File: src/rtl/shift_register_universal.sv
// Universal shift register: hold/shift/rotate/load with a single-step mode and
// a multi-step burst engine that reports progress through BUSY and a DONE pulse.
module shift_register_universal #(
    parameter int WIDTH = 8,
    parameter int AMT_W = 4
) (
    input  logic             H,
    input  logic             RST,
    input  logic             EN,
    input  logic [1:0]       MODE,
    input  logic             SENS,
    input  logic             SR,
    input  logic             SL,
    input  logic [WIDTH-1:0] D,
    input  logic             START,
    input  logic [AMT_W-1:0] AMOUNT,
    output logic [WIDTH-1:0] Q,
    output logic             SO_R,
    output logic             SO_L,
    output logic             BUSY,
    output logic             DONE
);

    typedef enum logic {IDLE, RUN} state_t;

    localparam logic [1:0] MODE_HOLD   = 2'b00;
    localparam logic [1:0] MODE_SHIFT  = 2'b01;
    localparam logic [1:0] MODE_ROTATE = 2'b10;
    localparam logic [1:0] MODE_LOAD   = 2'b11;

    state_t           state_reg, state_next;
    logic [WIDTH-1:0] q_reg, q_next;
    logic [AMT_W-1:0] cnt_reg, cnt_next;
    logic             rot_reg, rot_next;
    logic             left_reg, left_next;
    logic             done_reg, done_next;

    // Inside a burst the latched operation drives the datapath, otherwise the live inputs do.
    logic             step_rot, step_left;
    logic             fill_r, fill_l;
    logic [WIDTH-1:0] shr, shl, stepped;

    always_comb begin
        step_rot  = (state_reg == RUN) ? rot_reg  : (MODE == MODE_ROTATE);
        step_left = (state_reg == RUN) ? left_reg : SENS;
        fill_r    = step_rot ? q_reg[0]       : SR;
        fill_l    = step_rot ? q_reg[WIDTH-1] : SL;
    end

    for (genvar gi = 0; gi < WIDTH; gi++) begin : g_bits
        if (gi == WIDTH - 1) begin : g_top
            assign shr[gi] = fill_r;
        end else begin : g_mid_r
            assign shr[gi] = q_reg[gi+1];
        end
        if (gi == 0) begin : g_bot
            assign shl[gi] = fill_l;
        end else begin : g_mid_l
            assign shl[gi] = q_reg[gi-1];
        end
    end

    assign stepped = step_left ? shl : shr;

    always_comb begin
        state_next = state_reg;
        q_next     = q_reg;
        cnt_next   = cnt_reg;
        rot_next   = rot_reg;
        left_next  = left_reg;
        done_next  = 1'b0;
        if (EN) begin
            case (state_reg)
                IDLE: begin
                    if (START && (MODE == MODE_SHIFT || MODE == MODE_ROTATE)) begin
                        // A zero-length burst completes immediately without entering RUN.
                        if (AMOUNT != '0) begin
                            state_next = RUN;
                            cnt_next   = AMOUNT;
                            rot_next   = MODE[1];
                            left_next  = SENS;
                        end else begin
                            done_next = 1'b1;
                        end
                    end else begin
                        case (MODE)
                            MODE_HOLD:   q_next = q_reg;
                            MODE_LOAD:   q_next = D;
                            default:     q_next = stepped;
                        endcase
                    end
                end
                RUN: begin
                    q_next   = stepped;
                    cnt_next = cnt_reg - AMT_W'(1);
                    if (cnt_reg == AMT_W'(1)) begin
                        state_next = IDLE;
                        done_next  = 1'b1;
                    end
                end
                default: state_next = IDLE;
            endcase
        end
    end

    always_ff @(posedge H) begin
        if (RST) begin
            state_reg <= IDLE;
            q_reg     <= '0;
            cnt_reg   <= '0;
            rot_reg   <= 1'b0;
            left_reg  <= 1'b0;
            done_reg  <= 1'b0;
        end else begin
            state_reg <= state_next;
            q_reg     <= q_next;
            cnt_reg   <= cnt_next;
            rot_reg   <= rot_next;
            left_reg  <= left_next;
            done_reg  <= done_next;
        end
    end

    assign Q    = q_reg;
    assign SO_R = q_reg[0];
    assign SO_L = q_reg[WIDTH-1];
    assign BUSY = (state_reg == RUN);
    assign DONE = done_reg;

endmodule

File: config.mk
export PLATFORM = sky130hd
export DESIGN_NAME = shift_register_universal
export DESIGN_NICKNAME = d
export VERILOG_FILES = /design/src/rtl/shift_register_universal.sv
export SDC_FILE = /design/constraint.sdc
export NUM_CORES = 1
export LEC_CHECK = 0
export CAP_MARGIN = 20
export CELL_PAD_IN_SITES_DETAIL_PLACEMENT = 1
export CELL_PAD_IN_SITES_GLOBAL_PLACEMENT = 1
export CORE_UTILIZATION = 35
export DETAILED_ROUTE_END_ITERATION = 16
export PLACE_DENSITY_LB_ADDON = 0.1
export SLEW_MARGIN = 20
export SYNTH_ARGS = -nofsm -noshare
export SYNTH_HDL_FRONTEND = slang
export SYNTH_SLANG_ARGS = --single-unit
File: constraint.sdc
create_clock -name H -period 3.1 [get_ports H]
set_input_delay 0.62 -clock H [delete_from_list [all_inputs] [get_ports H]]
set_output_delay 0.62 -clock H [all_outputs]
set_load 0.01 [all_outputs]
==> out/results.ini, run 1 <==
[sta]
worst-slew-pin-transition_ns=0.756
report.final.hold_viol_count=0
clock.fmax_ghz=0.418
min_period_ns=2.39
fin_crit_sh_pct=77.2
report.final.setup_viol=0
final.setup_skew_ns=0.00673
rsz_0062_raised_after_global_routing=false
count_of_pins_over_their_slew_limit=0
worst_slew_margin_rel_pct=49.5
final.setup.tns_ns=0

[logic_synthesis]
yosys_register_bits=16
post_synth_main_area_contributors=dfxtp_1 31%, nand2_1 8.7%, ha_1 6.1%
netlist_top_cells_count=24 x nand2_1, 16 x dfxtp_1, 14 x nor2_1, 11 x a21oi_1, 9 x inv_1
synth_top_flop_cell=dfxtp_1
yosys.cell_types.count=31
avgSynthCellArea_um2=8.25
yosysMostFrequentCell=nand2_1
yosys.area.top_type=dfxtp_1
synth_edf_count=0
proportion_of_synthesized_chip_area_in_sequential_cells_pct=31.1
synth.net_count=151
synthesis.instances=125
synth_top_area_share_pct=31.1
share_of_async_settable_or_async_resettable_flops_after_synthesis_pct=0
yosysWarnings=0
synth_area_um2=1030

[placement]
portBuffers=32
gpl.final_weighted_congestion=0.781
dp_hpwl_um=2100

[drt]
dr_total_vias=1020
viasPerCell=5.45
postRouteAntennaNets=0
starting_drc_count_in_detailed_routing=21
avgRoutedWirePerCell_um=14.6
finalWirelength_um=2730
post-route-drc-count=0
drt_pre_antenna_iters=4

[grt]
via_count_of_the_first_global_routing_pass=1008
grt_start_max_net_pins=18
number_of_antenna_violations_at_the_first_check_in_global_routing=0
grt_first_pass_wirelength_um=4600
grt_usage_pct=18.6
overflow=0

[setup_path]
worstSetupEndpointType=output port
list_of_cells_traversed_by_the_critical_path=clkdlybuf4s50_1
cp_max_fo=17
crit_required_ns=2.48
crit-reg2reg-launch=BUSY$_SDFFE_PP0P_
startpoint=BUSY$_SDFFE_PP0P_
worstSetupPathType=register to output port
cpMaxStageDelayCell=dfxtp_1
worstSetupStartpointType=register
crit_buf_inv=1
crit_arrival_ns=1.77
crit_path_max_incr_delay_ns=0.82
critPathTopFamily=flip-flops

[floorplanning]
core_area_um2=2780
fp.dieH_um=56.3
floorplan.die_area_um2=3170
initial_utilization_pct=37.1
fp.dieW_um=56.3
num_io_pins=33
row_count=19

[clock_tree]
cts_htree_levels=1
ctsRootBufferMaster=clkbuf_4
postCtsResizedCells=0
post_cts.repair.setup_buffers=0
cts_inserted_buffers=3
postCtsHoldBufs=0
cts.clk_slew.worst_paths_ns=0.10
clk_path_buf_depth=2
clock_sinks=16
tritoncts=built
clkLatencyLatePin_ns=0.29

[cells_and_area]
final_core_util_pct=50.1
n_antenna_cell=0
nFillCells=342
largest_reg_flops=8
post_route_cells_drive_above_1_share_pct=8.97
area_growth_syn_to_layout_pct=35.2
nets_finish=183

[pwr]
cell_leakage_power_nw=0.504
vdd_drop_max_uv=232
power-per-cell-area_nw_per_um2=372

[min_path]
worst_hold_startpoint=Q[5]$_SDFFE_PP0P_
holdCritPathClass=register to register

[status]
status=finished, final reports clean

[run]
cap_viol_max_count=0

[cell usage in the layout, fill, tap and decap left out, drive strengths merged]
cell type,n
clkdlybuf4s50,32
nand2,24
dfxtp,16
nor2,14
a21oi,11
inv,9
a311o,6
mux2i,6
ha,5
clkbuf,4
o21ai,4
nand3,2
nor4,2
nor3,2
mux2,2
o2111a,2
a2111oi,2
a32o,2
buf,2
nor4b,1
nand2b,1
a21o,1
o31ai,1
a31o,1
and3,1
a2bb2oi,1
a211oi,1
a221oi,1
[stage by stage]
| step | cells | hold slack [ns] | setup slack [ns] | cell area, um2 | total power, mW |
|---|---|---|---|---|---|
| after global routing | 187 | 0.524 | 0.590 | 1390 | 0.550 |
| after CTS | 187 | 0.508 | 0.674 | 1390 | 0.526 |
| after floorplan | 125 | 0.504 | 1.20 | 1030 | 0.318 |
| final | 187 | 0.502 | 0.706 | 1390 | 0.519 |
| after global placement | 183 | 0.480 | 0.517 | 1360 | 0.378 |
| after detailed placement | 183 | 0.489 | 0.475 | 1360 | 0.382 |
[worst paths after layout]
path / to / slack [ns] / depth (start not counted)
setup / recovery: BUSY / 0.71 / 1
hold / removal: Q[5]$_SDFFE_PP0P_ / 0.50 / 2
hold reg to reg: Q[5]$_SDFFE_PP0P_ / 0.50 / 2
setup reg to reg: Q[6]$_SDFFE_PP0P_ / 1.13 / 4
[power breakdown]
part	switching [mW]	internal, mW	leakage (nW)
Combinational	0.0647	0.0764	0.352
Sequential	0.0180	0.218	0.130
Clock	0.0705	0.0715	0.0210
[metal layers]
metal / track usage (%) / vias up / part of all wire, %
li1: - / 507 / -
met1: 25.3 / 489 / 49
met2: 29.9 / 22 / 47
met3: 2.30 / 2 / 3.9
met4: 7.32 / 0 / 0.62
met5: 0 / - / 0
[cells by family after synthesis]
| family | count (synthesis) | synth area share (%) |
|---|---|---|
| DFF | 16 | 31.1 |
| muxes | 8 | 10.4 |
| adders and majority gates | 5 | 6.07 |
| AOI/OAI and AO/OA | 33 | 24.9 |
| buffers and inverters | 16 | 7.89 |
| and+or+nand+nor | 47 | 19.7 |
[final cells by class]
cell class | count | area (um2) | share of cell area [%]
Inverter | 9 | 33.8 | 2.42
Multi-Input combinational cell | 93 | 629 | 45.2
Tap cell | 31 | 38.8 | 2.78
Clock buffer | 4 | 36.3 | 2.60
Timing Repair Buffer | 34 | 335 | 24.1
Sequential cell | 16 | 320 | 23.0
(Power assumes the default switching activity.)
==> inputs of run 2 (changes only) <==
- CORE_UTILIZATION: 35 -> 29
- clock period: 3.1 -> 1.95 ns (I/O delays scaled with it)
==> run 2 against run 1 <==
Compared with the run above:
- utilization decreased by 2.8 points
- clock-buffer cell count unchanged
- total power increased by 71%
- setup slack got worse by 0.55 ns
- clock power increased by 68%
- final cell count increased by 17%
- largest power group unchanged
==> out/results.ini, run 2 (same netlist as run 1, synthesis figures left out) <==
[status]
status=finished, final reports clean

[clock_tree]
cts_htree_levels=1
ctsRootBufferMaster=clkbuf_4
cts_inserted_buffers=3
clock_sinks=16
cts.clk_slew.worst_paths_ns=0.11
clk_path_buf_depth=2
clkLatencyLatePin_ns=0.31
tritoncts=built

[drt]
viasPerCell=4.97
finalWirelength_um=3140
postRouteAntennaNets=0
dr_total_vias=1088
avgRoutedWirePerCell_um=14.4
drt_pre_antenna_iters=4
post-route-drc-count=0
starting_drc_count_in_detailed_routing=35

[run]
cap_viol_max_count=0

[pwr]
clk_network_pwr_share_pct=26.9
sw_frac_of_total_pct=30.6
total_power_mw=0.886
power-per-cell-area_nw_per_um2=556
cell_leakage_power_nw=0.615
share_comb_of_total_power_pct=31.0
switching_power_mw=0.271
vdd_drop_max_uv=328
p_int_mw=0.615
register_share_of_total_power_pct=42.1

[setup_path]
timing.critical_path.depth=1
crit-reg2reg-capture=Q[7]$_SDFFE_PP0P_
reg2reg_setup_slack_ns=0.30
worstSetupPathType=register to output port
worstSetupStartpointType=register
crit_arrival_ns=1.40
critPathTopFamily=buffers and inverters
cp_max_fo=8
crit_path_end=BUSY
worstSetupEndpointType=output port
crit-reg2reg-launch=BUSY$_SDFFE_PP0P_
startpoint=BUSY$_SDFFE_PP0P_
worst-r2r-cell-count=5
cpMaxStageDelayCell=clkdlybuf4s50_1
crit_required_ns=1.56
crit_buf_inv=1
crit_path_max_incr_delay_ns=0.59
list_of_cells_traversed_by_the_critical_path=clkdlybuf4s50_1

[sta]
final.setup.tns_ns=0
worst_slew_margin_rel_pct=66.0
rsz_0062_raised_after_global_routing=false
report.final.hold_viol_count=0
clock.fmax_ghz=0.558
fin_crit_sh_pct=91.9
min_period_ns=1.79
count_of_pins_over_their_slew_limit=0
report.final.setup_viol=0
worst-slew-pin-transition_ns=0.506
final.setup_skew_ns=0.0134

[grt]
via_count_of_the_first_global_routing_pass=1125
grt_first_pass_wirelength_um=5260
groute.layer.met1.usage_pct=24.7
grt_start_max_net_pins=15
grt_util_met3_pct=2.52
number_of_antenna_violations_at_the_first_check_in_global_routing=0
globalRoute.busiestLayer=met2
globalRouteMet2Util_pct=32.6
grt_usage_pct=19.0
overflow=0

[cells_and_area]
nets_finish=200
multiInputGateArea_um2=656
area_growth_syn_to_layout_pct=54.5
layout_common_cells=30 x clkdlybuf4s50_1, 24 x nand2_1, 16 x buf_4
regArea_um2=322
nFillCells=429
final_core_util_pct=47.4
n_antenna_cell=0
layout_commonest_cell=clkdlybuf4s50_1
largest_reg_flops=8
post_route_cells_drive_above_1_share_pct=21.4

[floorplanning]
floorplan.die_area_um2=3800
initial_utilization_pct=30.7
num_io_pins=33
fp.dieH_um=61.6
row_count=21
core_area_um2=3360
fp.dieW_um=61.6

[placement]
dp_hpwl_um=2480
gpl.final_weighted_congestion=0.788
portBuffers=32

[min_path]
holdCritPathClass=register to register
worst_hold_startpoint=Q[5]$_SDFFE_PP0P_

## run 2: changes by cell type in the layout (fill, tap and decap cells not counted), moves of 2 or more
cell / change
dlymetal6s2s_1: +2
o21ai_2: +2
clkdlybuf4s50_1: -2
buf_6: +2
buf_4: +14
o21ai_1: -2
## run 2: how the worst min path moves through the flow
| stage | cells past startpoint | slack (ns) | end |
|---|---|---|---|
| 6_report | 2 | 0.51 | Q[5]$_SDFFE_PP0P_ |
| 5_1_grt | 2 | 0.53 | Q[3]$_SDFFE_PP0P_ |
| 4_1_cts | 2 | 0.51 | Q[1]$_SDFFE_PP0P_ |
| 3_5_place_dp | 2 | 0.50 | Q[3]$_SDFFE_PP0P_ |
| 3_3_place_gp | 2 | 0.48 | Q[3]$_SDFFE_PP0P_ |
| 2_1_floorplan | 1 | 0.46 | Q[0]$_SDFFE_PP0P_ |
## run 2: power by group through the flow
stage                     logic, mW  registers (mW)  clock network [mW]
after floorplan               0.130           0.375                   0
after global placement        0.257           0.378                   0
after detailed placement      0.263           0.380                   0
after CTS                     0.266           0.373               0.245
after global routing          0.304           0.377               0.262
final                         0.275           0.373               0.238
## run 2: final cells by class
type,count,share of cell area [%]
Clock buffer,4,2.28
Tap cell,46,3.61
Timing Repair Buffer,51,30.6
Multi-Input combinational cell,93,41.2
Sequential cell,16,20.2
Inverter,9,2.12
## run 2: what timing repair did
item | 4_1_cts | 5_1_grt
hold buffers | 0 | 0
endpoints found under the setup margin | 7 | 11
pin swaps | 0 | 3
cloned | 0 | 0
buffers inserted | 0 | 1
resized for setup | 2 | 9
## run 2: layer usage
| metal | share of wire, % | wire length (um) |
|---|---|---|
| met1 | 46 | 1450 |
| met2 | 50 | 1560 |
| met3 | 3.0 | 94 |
| met4 | 1.4 | 43 |
| met5 | 0 | 0 |
## run 2: stage by stage
step	worst slack (ns)	hold WS, ns	cells	cell area, um2
6_report	0.159	0.505	219	1590
5_1_grt	0.0882	0.530	219	1590
4_1_cts	0.0173	0.511	218	1550
3_5_place_dp	-0.346	0.496	214	1510
3_3_place_gp	-0.264	0.482	214	1510
2_1_floorplan	0.278	0.459	125	1030
==> inputs of run 3 (changes only) <==
- CAP_MARGIN: 20 -> default
==> results of run 3 <==
The final DEF is identical to that of run 2; final timing and power are the same.
